--- src/rtl/shifter_spi_master_if.sv ---
// Bundle between the datapath requester, the shifter SPI master and the shifter slaves.
interface shifter_spi_master_if #(
  parameter int unsigned RegisterSize = 8,
  parameter int unsigned OpWidth      = 4,
  parameter int unsigned NumSlaves    = 1
);
  localparam int unsigned ShiftW = $clog2(RegisterSize);
  localparam int unsigned SelW   = (NumSlaves > 1) ? $clog2(NumSlaves) : 1;

  logic                    i_start;
  logic [OpWidth-1:0]      i_op_code;
  logic [RegisterSize-1:0] i_operand;
  logic [ShiftW-1:0]       i_shift_amount;
  logic [SelW-1:0]         i_slave_sel;
  logic                    o_busy;
  logic                    o_done;
  logic                    o_error;
  logic [RegisterSize-1:0] o_result;
  logic [NumSlaves-1:0]    o_nss;
  logic                    o_mosi;
  logic                    i_miso;

  modport master (
    input  i_start, i_op_code, i_operand, i_shift_amount, i_slave_sel, i_miso,
    output o_busy, o_done, o_error, o_result, o_nss, o_mosi
  );

  modport slave (
    output i_start, i_op_code, i_operand, i_shift_amount, i_slave_sel, i_miso,
    input  o_busy, o_done, o_error, o_result, o_nss, o_mosi
  );
endinterface

--- src/rtl/shifter_spi_master.sv ---
// Initiator of the shifter serial link: sends {shift, operand, op} LSB first,
// waits for slave ready, then shifts the rotated result back in.
module shifter_spi_master #(
  parameter int unsigned RegisterSize  = 8,
  parameter int unsigned OpWidth       = 4,
  parameter int unsigned NumSlaves     = 1,
  parameter int unsigned TimeoutCycles = 16
) (
  input logic                  i_clock,
  input logic                  i_reset,
  shifter_spi_master_if.master bus
);
  localparam int unsigned ShiftW  = $clog2(RegisterSize);
  localparam int unsigned PktW    = ShiftW + RegisterSize + OpWidth;
  localparam int unsigned MaxCnt  = (PktW > RegisterSize) ? PktW : RegisterSize;
  localparam int unsigned BitCntW = $clog2(MaxCnt);
  localparam int unsigned ToCntW  = $clog2(TimeoutCycles + 1);

  typedef enum logic [2:0] {
    S_IDLE,
    S_START,
    S_TRANSMIT,
    S_WAIT,
    S_RECEIVE,
    S_DONE
  } state_e;

  state_e                  state_q;
  logic [PktW-1:0]         pkt_q;
  logic [BitCntW-1:0]      bit_cnt_q;
  logic [ToCntW-1:0]       to_cnt_q;
  logic [ToCntW-1:0]       to_cnt_d;
  logic [NumSlaves-1:0]    nss_q;
  logic [NumSlaves-1:0]    nss_sel_d;
  logic                    mosi_q;
  logic                    busy_q;
  logic                    done_q;
  logic                    error_q;
  logic [RegisterSize-1:0] result_q;

  // An out-of-range slave index decodes to no select at all, so the frame times out.
  always_comb begin
    nss_sel_d = '1;
    for (int unsigned i = 0; i < NumSlaves; i++) begin
      if (32'(bus.i_slave_sel) == i) nss_sel_d[i] = 1'b0;
    end
  end

  always_comb begin
    to_cnt_d = to_cnt_q + 1'b1;
  end

  always_ff @(posedge i_clock) begin
    if (i_reset) begin
      state_q   <= S_IDLE;
      pkt_q     <= '0;
      bit_cnt_q <= '0;
      to_cnt_q  <= '0;
      nss_q     <= '1;
      mosi_q    <= 1'b0;
      busy_q    <= 1'b0;
      done_q    <= 1'b0;
      error_q   <= 1'b0;
      result_q  <= '0;
    end else begin
      done_q <= 1'b0;
      case (state_q)
        S_IDLE: begin
          if (bus.i_start) begin
            pkt_q   <= {bus.i_shift_amount, bus.i_operand, bus.i_op_code};
            nss_q   <= nss_sel_d;
            mosi_q  <= 1'b1;
            busy_q  <= 1'b1;
            state_q <= S_START;
          end
        end
        S_START: begin
          mosi_q    <= pkt_q[0];
          pkt_q     <= pkt_q >> 1;
          bit_cnt_q <= '0;
          state_q   <= S_TRANSMIT;
        end
        S_TRANSMIT: begin
          if (bit_cnt_q == BitCntW'(PktW - 1)) begin
            mosi_q   <= 1'b0;
            to_cnt_q <= '0;
            state_q  <= S_WAIT;
          end else begin
            mosi_q    <= pkt_q[0];
            pkt_q     <= pkt_q >> 1;
            bit_cnt_q <= bit_cnt_q + 1'b1;
          end
        end
        S_WAIT: begin
          if (bus.i_miso) begin
            to_cnt_q  <= '0;
            bit_cnt_q <= '0;
            state_q   <= S_RECEIVE;
          end else if (to_cnt_d == ToCntW'(TimeoutCycles)) begin
            to_cnt_q <= '0;
            nss_q    <= '1;
            result_q <= '0;
            error_q  <= 1'b1;
            done_q   <= 1'b1;
            state_q  <= S_DONE;
          end else begin
            to_cnt_q <= to_cnt_d;
          end
        end
        S_RECEIVE: begin
          // First received bit ends up in bit 0 after RegisterSize shifts.
          result_q <= {bus.i_miso, result_q[RegisterSize-1:1]};
          if (bit_cnt_q == BitCntW'(RegisterSize - 1)) begin
            nss_q   <= '1;
            error_q <= 1'b0;
            done_q  <= 1'b1;
            state_q <= S_DONE;
          end else begin
            bit_cnt_q <= bit_cnt_q + 1'b1;
          end
        end
        S_DONE: begin
          busy_q  <= 1'b0;
          state_q <= S_IDLE;
        end
        default: begin
          state_q <= S_IDLE;
        end
      endcase
    end
  end

  assign bus.o_nss    = nss_q;
  assign bus.o_mosi   = mosi_q;
  assign bus.o_busy   = busy_q;
  assign bus.o_done   = done_q;
  assign bus.o_error  = error_q;
  assign bus.o_result = result_q;
endmodule

--- src/flat_wrapper.sv ---
// flat-port wrapper written by rule: the top's interface ports become plain ports
module shifter_spi_master_flat 
#(
  parameter int unsigned RegisterSize  = 8,
  parameter int unsigned OpWidth       = 4,
  parameter int unsigned NumSlaves     = 1,
  parameter int unsigned TimeoutCycles = 16
)
  (i_clock, i_reset, bus_i_start, bus_i_op_code, bus_i_operand, bus_i_shift_amount, bus_i_slave_sel, bus_i_miso, bus_o_busy, bus_o_done, bus_o_error, bus_o_result, bus_o_nss, bus_o_mosi);
  shifter_spi_master_if #(.RegisterSize(RegisterSize), .OpWidth(OpWidth), .NumSlaves(NumSlaves)) bus_i ();
  input logic i_clock;
  input logic i_reset;
  input wire logic [$bits(bus_i.i_start)-1:0] bus_i_start;
  input wire logic [$bits(bus_i.i_op_code)-1:0] bus_i_op_code;
  input wire logic [$bits(bus_i.i_operand)-1:0] bus_i_operand;
  input wire logic [$bits(bus_i.i_shift_amount)-1:0] bus_i_shift_amount;
  input wire logic [$bits(bus_i.i_slave_sel)-1:0] bus_i_slave_sel;
  input wire logic [$bits(bus_i.i_miso)-1:0] bus_i_miso;
  output wire logic [$bits(bus_i.o_busy)-1:0] bus_o_busy;
  output wire logic [$bits(bus_i.o_done)-1:0] bus_o_done;
  output wire logic [$bits(bus_i.o_error)-1:0] bus_o_error;
  output wire logic [$bits(bus_i.o_result)-1:0] bus_o_result;
  output wire logic [$bits(bus_i.o_nss)-1:0] bus_o_nss;
  output wire logic [$bits(bus_i.o_mosi)-1:0] bus_o_mosi;
  assign bus_i.i_start = bus_i_start;
  assign bus_i.i_op_code = bus_i_op_code;
  assign bus_i.i_operand = bus_i_operand;
  assign bus_i.i_shift_amount = bus_i_shift_amount;
  assign bus_i.i_slave_sel = bus_i_slave_sel;
  assign bus_i.i_miso = bus_i_miso;
  assign bus_o_busy = bus_i.o_busy;
  assign bus_o_done = bus_i.o_done;
  assign bus_o_error = bus_i.o_error;
  assign bus_o_result = bus_i.o_result;
  assign bus_o_nss = bus_i.o_nss;
  assign bus_o_mosi = bus_i.o_mosi;
  shifter_spi_master #(.RegisterSize(RegisterSize), .OpWidth(OpWidth), .NumSlaves(NumSlaves), .TimeoutCycles(TimeoutCycles)) u_core (.i_clock(i_clock), .i_reset(i_reset), .bus(bus_i));
endmodule
--- config.mk ---
export PLATFORM = sky130hd
export DESIGN_NAME = shifter_spi_master_flat
export DESIGN_NICKNAME = d
export VERILOG_FILES = /design/src/rtl/shifter_spi_master_if.sv /design/src/rtl/shifter_spi_master.sv /design/src/flat_wrapper.sv
export SDC_FILE = /design/constraint.sdc
export NUM_CORES = 1
export LEC_CHECK = 0
export ABC_AREA = 1
export BUFFER_PORTS_ARGS = -buffer_cell sky130_fd_sc_hd__buf_2
export CAP_MARGIN = 5
export CORE_MARGIN = 2
export CORE_UTILIZATION = 52
export CTS_BUF_LIST = sky130_fd_sc_hd__clkbuf_4 sky130_fd_sc_hd__clkbuf_8
export DETAILED_ROUTE_END_ITERATION = 6
export PLACE_DENSITY = 0.77
export SLEW_MARGIN = 20
export SYNTH_ARGS = -nofsm -noshare
export SYNTH_HDL_FRONTEND = slang
export SYNTH_SLANG_ARGS = --single-unit
--- constraint.sdc ---
create_clock -name i_clock -period 1.2 [get_ports i_clock]
set_input_delay 0.24 -clock i_clock [delete_from_list [all_inputs] [get_ports i_clock]]
set_output_delay 0.24 -clock i_clock [all_outputs]
set_load 0.1 [all_outputs]
==> results of run 1 <==
## through the flow
step	hold slack [ns]	cell area, µm²	TNS, ns	worst slack, ns
floorplan	0.375	2140	-0.234	-0.0405
global placement	0.440	2710	-3.86	-0.195
detailed placement	0.442	2710	-5.08	-0.272
CTS	0.196	3070	-3.33	-0.183
global route	0.201	3370	-9.47	-0.370
finish	0.184	3370	-7.72	-0.320
## cells in the final DEF (no fill, tap or decap), types with 5 or more instances in the layout
cell type	Yosys	routed
nand3_2	4	5
clkbuf_8	0	6
a21oi_2	2	12
buf_2	2	19
nand3_1	19	7
dfxtp_4	0	7
buf_4	2	28
nand2_4	1	12
a21oi_1	21	11
inv_1	19	12
inv_4	1	6
o21ai_1	7	10
nor2_4	2	11
buf_6	2	9
a31oi_1	13	10
nand3_4	1	12
dfxtp_2	0	13
dfxtp_1	40	20
nand2_2	5	11
nand2_1	67	50
buf_12	0	16
o21ai_2	1	5
## final timing paths
path	from	endpoint	slack (ns)	cells after the start
worst max register to register	u_core.state_q[1]$_SDFFE_PP0P_	u_core.state_q[2]$_SDFFE_PP0P_	-0.32	8
worst min register to register	u_core.pkt_q[13]$_SDFFE_PP0P_	u_core.pkt_q[13]$_SDFFE_PP0P_	0.47	2
worst max-delay path	u_core.state_q[1]$_SDFFE_PP0P_	u_core.state_q[2]$_SDFFE_PP0P_	-0.32	8
worst min-delay path	bus_i_op_code[2]	u_core.pkt_q[2]$_SDFFE_PP0P_	0.18	3
## routing by layer
| layer | vias to the layer above | routed length (µm) | GRT usage [%] |
|---|---|---|---|
| li1 | 1019 | - | - |
| met1 | 1145 | 3090 | 35.8 |
| met2 | 154 | 4180 | 56.8 |
| met3 | 48 | 610 | 6.13 |
| met4 | 0 | 464 | 16.1 |
| met5 | - | 0 | 0 |
## area by class of cell
type	instances	area [µm²]	share of cell area, %
Multi-Input combinational cell	188	1500	44.5
Sequential cell	40	843	25.0
Tap cell	48	60.1	1.78
Inverter	24	120	3.56
Timing Repair Buffer	73	752	22.3
Clock buffer	8	97.6	2.89
## sequential cells by signal (all words and copies together) (netlist names)
register / flops
u_core.bus.o_busy: 1
u_core.to_cnt_q: 5
u_core.bus.o_result: 8
u_core.state_q: 3
u_core.bus.o_nss: 1
u_core.bit_cnt_q: 4
u_core.pkt_q: 15
u_core.bus.o_done: 1
u_core.bus.o_mosi: 1
u_core.bus.o_error: 1
## timing repair
item,CTS,global route
pin swaps,27,23
setup buffers,7,6
endpoints found under the setup margin,38,39
cloned,3,1
hold buffers,0,0
resized for setup,57,49
## logic make-up (layout without fill, tap and decap cells)
kind of cell	Yosys count	in the layout	share of synthesized area [%]
buf+inv	33	105	7.69
simple gates	123	125	32.6
xor+xnor	3	3	1.32
fa+ha+maj	3	3	1.89
compound gates	57	57	16.1
flops	40	40	40.4
## worst register-to-register path: cells and delay by family (launching register included)
family                 cells  cell delay, ns
AND/OR/NAND/NOR            6            0.81
flip-flops                 1            0.40
buffers and inverters      2            0.23
## power by group
part / total (µW) / internal, µW / leakage (µW) / switching, µW
logic: 4090 / 1590 / 0.000973 / 2490
registers: 2000 / 1660 / 0.000339 / 343
clock network: 1010 / 515 / 0.0000523 / 498
total: 7100 / 3760 / 0.00136 / 3340
==> results.sh, run 1 <==
export IMPL_final_util_pct=92.2
export IMPL_synth_area_leaders="dfxtp_1 40%, nand2_1 13%, a21oi_1 5.3%"
export IMPL_ys_seq_area_share_pct=40.4
export IMPL_gr_total_overflow=0
export IMPL_yosysUniqueCellTypes=36
export IMPL_setup_slack_ns=-0.320
export IMPL_p_total_uw=7100
export IMPL_dieHeight_um=65.8
export IMPL_worstMarginPinSlew_ns=0.298
export IMPL_p_leak_uw=0.00136
export IMPL_portBuffers=32
export IMPL_period_needed_ns=1.52
export IMPL_startpoint_type="flop"
export IMPL_drive_gt1_share_pct=59.2
export IMPL_clock_path_buffers=2
export IMPL_critPathBufInv=2
export IMPL_area_delta_synth_final_pct=70.1
export IMPL_violations="negative setup slack"
export IMPL_crit_fanout=5
export IMPL_slew_viol_final=0
export IMPL_grt_max_degree=20
export IMPL_slew_headroom_pct=79.9
export IMPL_critical_path_class="flop to flop"
export IMPL_cts_clk_slew_worst_paths_ns=0.08
export IMPL_coreArea_mm2=0.00366
export IMPL_cap_violations=0
export IMPL_final_cells=381
export IMPL_grt_pass1_vias=2184
export IMPL_grt_pass1_wl_mm=10.4
export IMPL_fill_cells=128
export IMPL_syn_cell_area_mm2=0.00198
export IMPL_cts_sinks=40
export IMPL_finalNetCount=355
export IMPL_powerDensity_mw_per_mm2=2100
export IMPL_synthCells=259
export IMPL_cts_root_buf="clkbuf_8"
export IMPL_drt_first_iter_violations=205
export IMPL_critPathRequiredTime_ns=1.44
export IMPL_ir_drop_uv=2190
export IMPL_die_x_um=65.8
export IMPL_synth_edf_count=0
export IMPL_cp_top_family="simple AND/OR/NAND/NOR gates"
export IMPL_cp_arrival_ns=1.76
export IMPL_fmax_mhz=658
export IMPL_routed_wl_mm=8.34
export IMPL_grt_util_all_layers_pct=31.9
export IMPL_setup_viol=39
export IMPL_core_rowCount=22
export IMPL_avgRoutedWirePerCell_um=21.9
export IMPL_drc=0
export IMPL_antenna_found_initial=0
export IMPL_synth_fp_nets=282
export IMPL_start_util_pct=54.2
export IMPL_ios=33
export IMPL_path_common_cell="nand2_1"
export IMPL_yosys_warnings=0
export IMPL_cts_tree="done"
export IMPL_die_area_mm2=0.00433
export IMPL_cts_made_buffers=5
export IMPL_drt_pass1_iterations=5
export IMPL_hold_class="primary input to flop"
export IMPL_cts_htree_levels=2
export IMPL_viasPerCell=6.21
export IMPL_diodes=0
export IMPL_vias=2366
export IMPL_ys_flop_type="dfxtp_1"
export IMPL_fin_crit_sh_pct=127
export IMPL_synth_most_common_cell="nand2_1"
export IMPL_place_congestion=0.830
export IMPL_skew_ns=0.00665
export IMPL_rsz0062_at_grt="yes"
export IMPL_worstSkewPairLatency_ns=0.31
export IMPL_avgSynthCellArea_um2=7.66
export IMPL_path_cells="nor2_4, nand2_2, buf_6, nand2_1, inv_1, nand4_1, nand2_1, nor2_1"
export IMPL_dpl_hpwl_mm=3.40
export IMPL_cp_slowest_cell="dfxtp_4"
export IMPL_ys_ff_latch=40
export IMPL_hold_viol_final=0
export IMPL_synthArstFlopShare_pct=0
export IMPL_outcome="complete, but fails checks"
export IMPL_dp_cells=356
export IMPL_ant_nets=0
export IMPL_max_stage_delay_ns=0.40
export IMPL_synth_top_area_share_pct=40.4
export IMPL_crit_path_end_kind="flop"
export IMPL_synth_common_cells="67 x nand2_1, 40 x dfxtp_1, 21 x a21oi_1"
export IMPL_yosysTopAreaCell="dfxtp_1"
No activity file was read; power rests on OpenSTA's default activity.
==> run 2, diff against run 1 <==
--- a/config.mk
+++ b/config.mk
@@ -6,7 +6,7 @@
 export NUM_CORES = 1
 export LEC_CHECK = 0
 export ABC_AREA = 1
-export BUFFER_PORTS_ARGS = -buffer_cell sky130_fd_sc_hd__buf_2
+export BUFFER_PORTS_ARGS = -buffer_cell sky130_fd_sc_hd__clkbuf_2
 export CAP_MARGIN = 5
 export CORE_MARGIN = 2
 export CORE_UTILIZATION = 52
==> run 2 against run 1 <==
  * The run still ends with negative setup slack left
  * Maximum frequency grew 2.8%
  * Worst setup slack gained 0.041 ns
  * Non-clock buffer count decreased by 1
  * Sequential share of layout area up 1.1 points
  * Clock skew up 0.0021 ns
  * Worst hold slack worse by 0.014 ns
  * Via count shrank 5.7%
  * Register-to-register slack improved by 0.04 ns
  * Utilization shrank 4.1 points
  * Die area unchanged
  * Global-route usage decreased by 0.75 points
==> results.sh, run 2 (same netlist as run 1, synthesis figures left out) <==
export IMPL_outcome="complete, but fails checks"
export IMPL_hold_viol_final=0
export IMPL_r2r_end="u_core.state_q[2]$_SDFFE_PP0P_"
export IMPL_p_sw_uw=3110
export IMPL_cp_arrival_ns=1.72
export IMPL_fin_crit_sh_pct=123
export IMPL_largest_register_ffs=15
export IMPL_ff2ff_setup_slack_ns=-0.28
export IMPL_rsz0062_at_grt="yes"
export IMPL_powerDensity_mw_per_mm2=2150
export IMPL_placed_area_mm2=0.00273
export IMPL_startpoint_type="flop"
export IMPL_max_stage_delay_ns=0.39
export IMPL_skew_ns=0.00877
export IMPL_area_delta_synth_final_pct=62.5
export IMPL_timing_rr_start="u_core.state_q[1]$_SDFFE_PP0P_"
export IMPL_critical_path_depth=8
export IMPL_ios=33
export IMPL_grt_max_degree=20
export IMPL_pwr_share_seq_pct=28.9
export IMPL_gr_total_overflow=0
export IMPL_ant_nets=0
export IMPL_vias=2232
export IMPL_final_cells=380
export IMPL_grt_util_met1_pct=33.9
export IMPL_cts_made_buffers=5
export IMPL_fmax_mhz=676
export IMPL_p_sw_share_pct=44.8
export IMPL_violations="negative setup slack"
export IMPL_drc=0
export IMPL_die_area_mm2=0.00433
export IMPL_start_util_pct=54.2
export IMPL_use_met2_pct=55.4
export IMPL_dpl_hpwl_mm=3.46
export IMPL_worstSkewPairLatency_ns=0.31
export IMPL_cts_clk_slew_worst_paths_ns=0.08
export IMPL_crit_path_end_kind="flop"
export IMPL_fin_tns_setup_ns=-6.52
export IMPL_layout_commonest_cell="nand2_1"
export IMPL_cts_tree="done"
export IMPL_critPathRequiredTime_ns=1.44
export IMPL_hold_buffers=0
export IMPL_path_cells="nor2_4, nand2_2, buf_6, nand2_1, inv_1, nand4_1, nand2_1, nor2_2"
export IMPL_dieHeight_um=65.8
export IMPL_cts_sinks=40
export IMPL_diodes=0
export IMPL_drt_first_iter_violations=259
export IMPL_p_leak_uw=0.00134
export IMPL_gr_usage_met3_pct=7.84
export IMPL_avgRoutedWirePerCell_um=18.9
export IMPL_slew_headroom_pct=81.3
export IMPL_dp_cells=357
export IMPL_p_int_uw=3830
export IMPL_cp_endpoint="u_core.state_q[2]$_SDFFE_PP0P_"
export IMPL_coreArea_mm2=0.00366
export IMPL_viasPerCell=5.87
export IMPL_grt_pass1_wl_mm=10.1
export IMPL_hold_path_cell_count=3
export IMPL_place_congestion=0.842
export IMPL_die_x_um=65.8
export IMPL_path_common_cell="nand2_1"
export IMPL_grt_util_all_layers_pct=31.1
export IMPL_reg2regPathDepth=8
export IMPL_portBuffers=32
export IMPL_clock_path_buffers=2
export IMPL_ir_drop_uv=1510
export IMPL_cts_htree_levels=2
export IMPL_power_share_combinational_pct=54.8
export IMPL_drt_pass1_iterations=5
export IMPL_hold_class="primary input to flop"
export IMPL_routed_wl_mm=7.18
export IMPL_mostFrequentLayoutCells="55 x nand2_1, 30 x buf_4, 21 x dfxtp_1"
export IMPL_postLayoutCellArea_mm2=0.00323
export IMPL_top_register="u_core.pkt_q"
export IMPL_critPathBufInv=2
export IMPL_finalNetCount=354
export IMPL_cap_violations=0
export IMPL_grt_busiest_layer="met2"
export IMPL_critPathLaunch="u_core.state_q[1]$_SDFFE_PP0P_"
export IMPL_grt_pass1_vias=2158
export IMPL_pwr_share_clk_pct=16.3
export IMPL_drive_gt1_share_pct=57.2
export IMPL_critical_path_class="flop to flop"
export IMPL_setup_slack_ns=-0.279
export IMPL_cp_slowest_cell="dfxtp_4"
export IMPL_setup_viol=39
export IMPL_fill_cells=158
export IMPL_slew_viol_final=0
export IMPL_cp_top_family="simple AND/OR/NAND/NOR gates"
export IMPL_cts_root_buf="clkbuf_8"
export IMPL_period_needed_ns=1.48
export IMPL_p_total_uw=6950
export IMPL_crit_fanout=5
export IMPL_core_rowCount=22
export IMPL_antenna_found_initial=0
export IMPL_worstMarginPinSlew_ns=0.281
-- run 2: power by group through the flow --
stage | sequential [µW] | clock (µW) | combinational [µW]
finish | 2010 | 1130 | 3810
global route | 2030 | 1190 | 4010
CTS | 1960 | 1130 | 3230
detailed placement | 1950 | 0 | 2680
global placement | 1930 | 0 | 2600
floorplan | 2190 | 0 | 1590
-- run 2: metal layers --
metal  routed length, µm  vias to the layer above  share of wire, %
li1                    -                     1017                 -
met1                2820                     1065                39
met2                3630                      121                51
met3                 447                       29               6.2
met4                 284                        0               4.0
met5                   0                        -                 0
-- run 2: per-stage QoR --
stage | hold WS [ns] | util (%) | worst slack [ns]
6_report | 0.171 | 88.1 | -0.279
3_5_place_dp | 0.460 | 74.5 | -0.270
2_1_floorplan | 0.375 | - | -0.0405
4_1_cts | 0.170 | 84.3 | -0.133
3_3_place_gp | 0.442 | 74.5 | -0.182
5_1_grt | 0.176 | 88.1 | -0.362
-- run 2: worst min path at each step --
stage	from	to	slack [ns]
3_5_place_dp	u_core.pkt_q[13]$_SDFFE_PP0P_	u_core.pkt_q[13]$_SDFFE_PP0P_	0.46
3_3_place_gp	u_core.pkt_q[13]$_SDFFE_PP0P_	u_core.pkt_q[13]$_SDFFE_PP0P_	0.44
5_1_grt	bus_i_op_code[3]	u_core.pkt_q[3]$_SDFFE_PP0P_	0.18
6_report	bus_i_op_code[2]	u_core.pkt_q[2]$_SDFFE_PP0P_	0.17
4_1_cts	bus_i_operand[3]	u_core.pkt_q[7]$_SDFFE_PP0P_	0.17
2_1_floorplan	bus_i_miso	u_core.bus.o_result[7]$_SDFFE_PP0P_	0.38
-- run 2: final cells by class --
type,count,area (µm²),share of cell area [%]
clock inverters,2,35.0,1.09
inverters,24,115,3.57
repair buffers,72,719,22.3
flip-flops and latches,40,842,26.1
well taps,48,60.1,1.86
clock buffers,6,76.3,2.37
multi-input cells,188,1380,42.7
-- run 2: worst register-to-register path, delay by kind of cell (launching register included) --
kind | cells | cell delay [ns]
simple gates | 6 | 0.78
flops | 1 | 0.39
buf+inv | 2 | 0.23
-- run 2: what timing repair did --
action	CTS	global route
cloned	2	0
gates resized for setup	61	25
hold endpoints to repair	0	0
setup buffers	4	10
setup endpoints to repair	38	39
pin swaps	22	20
==> run 3, diff against run 2 <==
--- a/config.mk
+++ b/config.mk
@@ -6,13 +6,16 @@
 export NUM_CORES = 1
 export LEC_CHECK = 0
 export ABC_AREA = 1
+export ABC_CLOCK_PERIOD_IN_PS = 1200
 export BUFFER_PORTS_ARGS = -buffer_cell sky130_fd_sc_hd__clkbuf_2
 export CAP_MARGIN = 5
+export CELL_PAD_IN_SITES_DETAIL_PLACEMENT = 1
+export CELL_PAD_IN_SITES_GLOBAL_PLACEMENT = 1
 export CORE_MARGIN = 2
-export CORE_UTILIZATION = 52
+export CORE_UTILIZATION = 38
 export CTS_BUF_LIST = sky130_fd_sc_hd__clkbuf_4 sky130_fd_sc_hd__clkbuf_8
 export DETAILED_ROUTE_END_ITERATION = 6
-export PLACE_DENSITY = 0.77
+export PLACE_DENSITY_LB_ADDON = 0.1
 export SLEW_MARGIN = 20
 export SYNTH_ARGS = -nofsm -noshare
 export SYNTH_HDL_FRONTEND = slang
==> run 3 against run 2 <==
  * The flow still finishes with violations (negative setup slack)
  * Combinational power is 9.4% higher
  * Clock-buffer cell count increased by 1
  * Via count about the same
  * Critical endpoint is now u_core.bus.o_result[0]$_SDFFE_PP0P_
  * Clock power grew 11%
  * Worst setup slack lost 0.0064 ns
  * Largest cell class unchanged
  * Critical path depth fell by 2
  * Global-route usage fell by 6.1 points
  * Clock skew is 0.0021 ns higher
==> results.sh, run 3 (same netlist as run 1, synthesis figures left out) <==
export IMPL_outcome="complete, but fails checks"
export IMPL_violations="negative setup slack"
export IMPL_holdWs_ns=0.163
export IMPL_vias=2230
export IMPL_die_area_mm2=0.00582
export IMPL_ant_nets=0
export IMPL_grt_pass1_wl_mm=11.4
export IMPL_pwr_share_clk_pct=16.9
export IMPL_ios=33
export IMPL_crit_path_end_kind="flop"
export IMPL_fmax_mhz=673
export IMPL_hold_class="primary input to flop"
export IMPL_ir_drop_uv=1420
export IMPL_gr_total_overflow=0
export IMPL_layout_commonest_cell="nand2_1"
export IMPL_p_sw_share_pct=45.4
export IMPL_power_share_combinational_pct=56.0
export IMPL_hold_buffers=0
export IMPL_cp_slowest_cell="dfxtp_1"
export IMPL_rsz0062_at_grt="yes"
export IMPL_pwr_share_seq_pct=27.1
export IMPL_setup_viol=39
export IMPL_diodes=0
export IMPL_routed_wl_mm=9.16
export IMPL_cts_root_buf="clkbuf_8"
export IMPL_cap_violations=0
export IMPL_finalNetCount=359
export IMPL_area_delta_synth_final_pct=75.0
export IMPL_p_int_uw=4060
export IMPL_portBuffers=32
export IMPL_core_rowCount=26
export IMPL_start_util_pct=39.1
export IMPL_critical_path_class="flop to flop"
export IMPL_worstMarginPinSlew_ns=0.319
export IMPL_coreArea_mm2=0.00507
export IMPL_dpl_hpwl_mm=4.11
export IMPL_viasPerCell=5.48
export IMPL_dp_cells=385
export IMPL_dieHeight_um=76.3
export IMPL_cts_sinks=40
export IMPL_setup_slack_ns=-0.285
export IMPL_grt_pass1_vias=2273
export IMPL_fin_crit_sh_pct=124
export IMPL_cts_htree_levels=2
export IMPL_die_x_um=76.3
export IMPL_max_stage_delay_ns=0.47
export IMPL_cts_clk_slew_worst_paths_ns=0.09
export IMPL_grt_util_all_layers_pct=25.0
export IMPL_p_sw_uw=3370
export IMPL_cts_made_buffers=5
export IMPL_mostFrequentLayoutCells="51 x nand2_1, 32 x buf_4, 21 x dfxtp_1"
export IMPL_drive_gt1_share_pct=63.2
export IMPL_cts_tree="done"
export IMPL_grt_max_degree=20
export IMPL_path_cells="nand4_1, nand2_2, nand4_4, clkbuf_16, nand3_2, a21oi_2"
export IMPL_worstSkewPairLatency_ns=0.31
export IMPL_hold_viol_final=0
export IMPL_drt_first_iter_violations=97
export IMPL_clock_path_buffers=2
export IMPL_antenna_found_initial=0
export IMPL_slew_headroom_pct=78.7
export IMPL_place_congestion=0.813
export IMPL_largest_register_ffs=15
export IMPL_place_ws_ns=-0.294
export IMPL_fin_tns_setup_ns=-8.20
export IMPL_critPathRequiredTime_ns=1.39
export IMPL_p_leak_uw=0.00141
export IMPL_cp_arrival_ns=1.68
export IMPL_final_cells=407
export IMPL_crit_fanout=5
export IMPL_drt_pass1_iterations=4
export IMPL_skew_ns=0.0109
export IMPL_slew_viol_final=0
export IMPL_avgRoutedWirePerCell_um=22.5
export IMPL_critPathBufInv=1
export IMPL_ff2ff_setup_slack_ns=-0.29
export IMPL_powerDensity_mw_per_mm2=2140
export IMPL_cp_top_family="simple AND/OR/NAND/NOR gates"
export IMPL_top_register="u_core.pkt_q"
export IMPL_drc=0
export IMPL_period_needed_ns=1.49
export IMPL_startpoint_type="flop"
==> run 3: cell count changes in the layout (fill, tap and decap cells not counted), moves of 3 or more <==
cell     previous run  this run
a21oi_1            16         8
a21oi_2             7        15
nand2_2             7        12
nand2_1            55        51
a31oi_1            12         9
o21ai_4             2         5
==> run 3: timing repair <==
item | CTS | global route
setup endpoints to repair | 39 | 40
pin swaps | 18 | 18
gates resized for setup | 56 | 54
buffers inserted | 7 | 9
gates cloned | 1 | 1
==> run 3: final timing paths <==
check                                                     start                                   to  depth (start not counted)
worst max-delay path            u_core.to_cnt_q[3]$_SDFFE_PP0P_  u_core.bus.o_result[0]$_SDFFE_PP0P_                          6
worst min-delay path                           bus_i_op_code[1]         u_core.pkt_q[1]$_SDFFE_PP0P_                          3
worst max register to register  u_core.to_cnt_q[3]$_SDFFE_PP0P_  u_core.bus.o_result[0]$_SDFFE_PP0P_                          6
worst min register to register    u_core.pkt_q[13]$_SDFFE_PP0P_        u_core.pkt_q[13]$_SDFFE_PP0P_                          2
==> run 3: final cells by class <==
cell class              count  area (µm²)
clock inverters             1        30.0
well taps                  70        87.6
multi-input cells         187        1490
clock buffers               7        96.3
flip-flops and latches     40         840
fillers                   552        1600
inverters                  24         120
repair buffers             78         811
==> run 3: power groups by stage <==
stage	registers (µW)	clock network (µW)	logic (µW)
2_1_floorplan	2190	0	1590
3_3_place_gp	1930	0	2690
3_5_place_dp	1940	0	2780
4_1_cts	1950	1250	3360
5_1_grt	2040	1320	4430
6_report	2010	1250	4170
==> run 3: per-stage QoR <==
step	util (%)	total power (µW)	cell area, µm²
global placement	54.9	4620	2790
global route	68.4	7800	3470
floorplan	-	3780	2140
detailed placement	54.9	4720	2790
finish	68.4	7440	3470
CTS	62.3	6560	3160
==> run 3: tightest hold or removal path: cells and delay by family <==
kind	cells	cell delay, ns
buffers and inverters	1	0.08
AOI/OAI and AO/OA	1	0.07
and+or+nand+nor	1	0.05
==> run 3: layer usage <==
metal,track usage (%),vias up,wire length [µm]
met5,0,-,0
met4,13.3,0,263
met3,5.81,22,436
met2,45.7,89,4850
met1,26.4,1097,3620
li1,-,1022,-
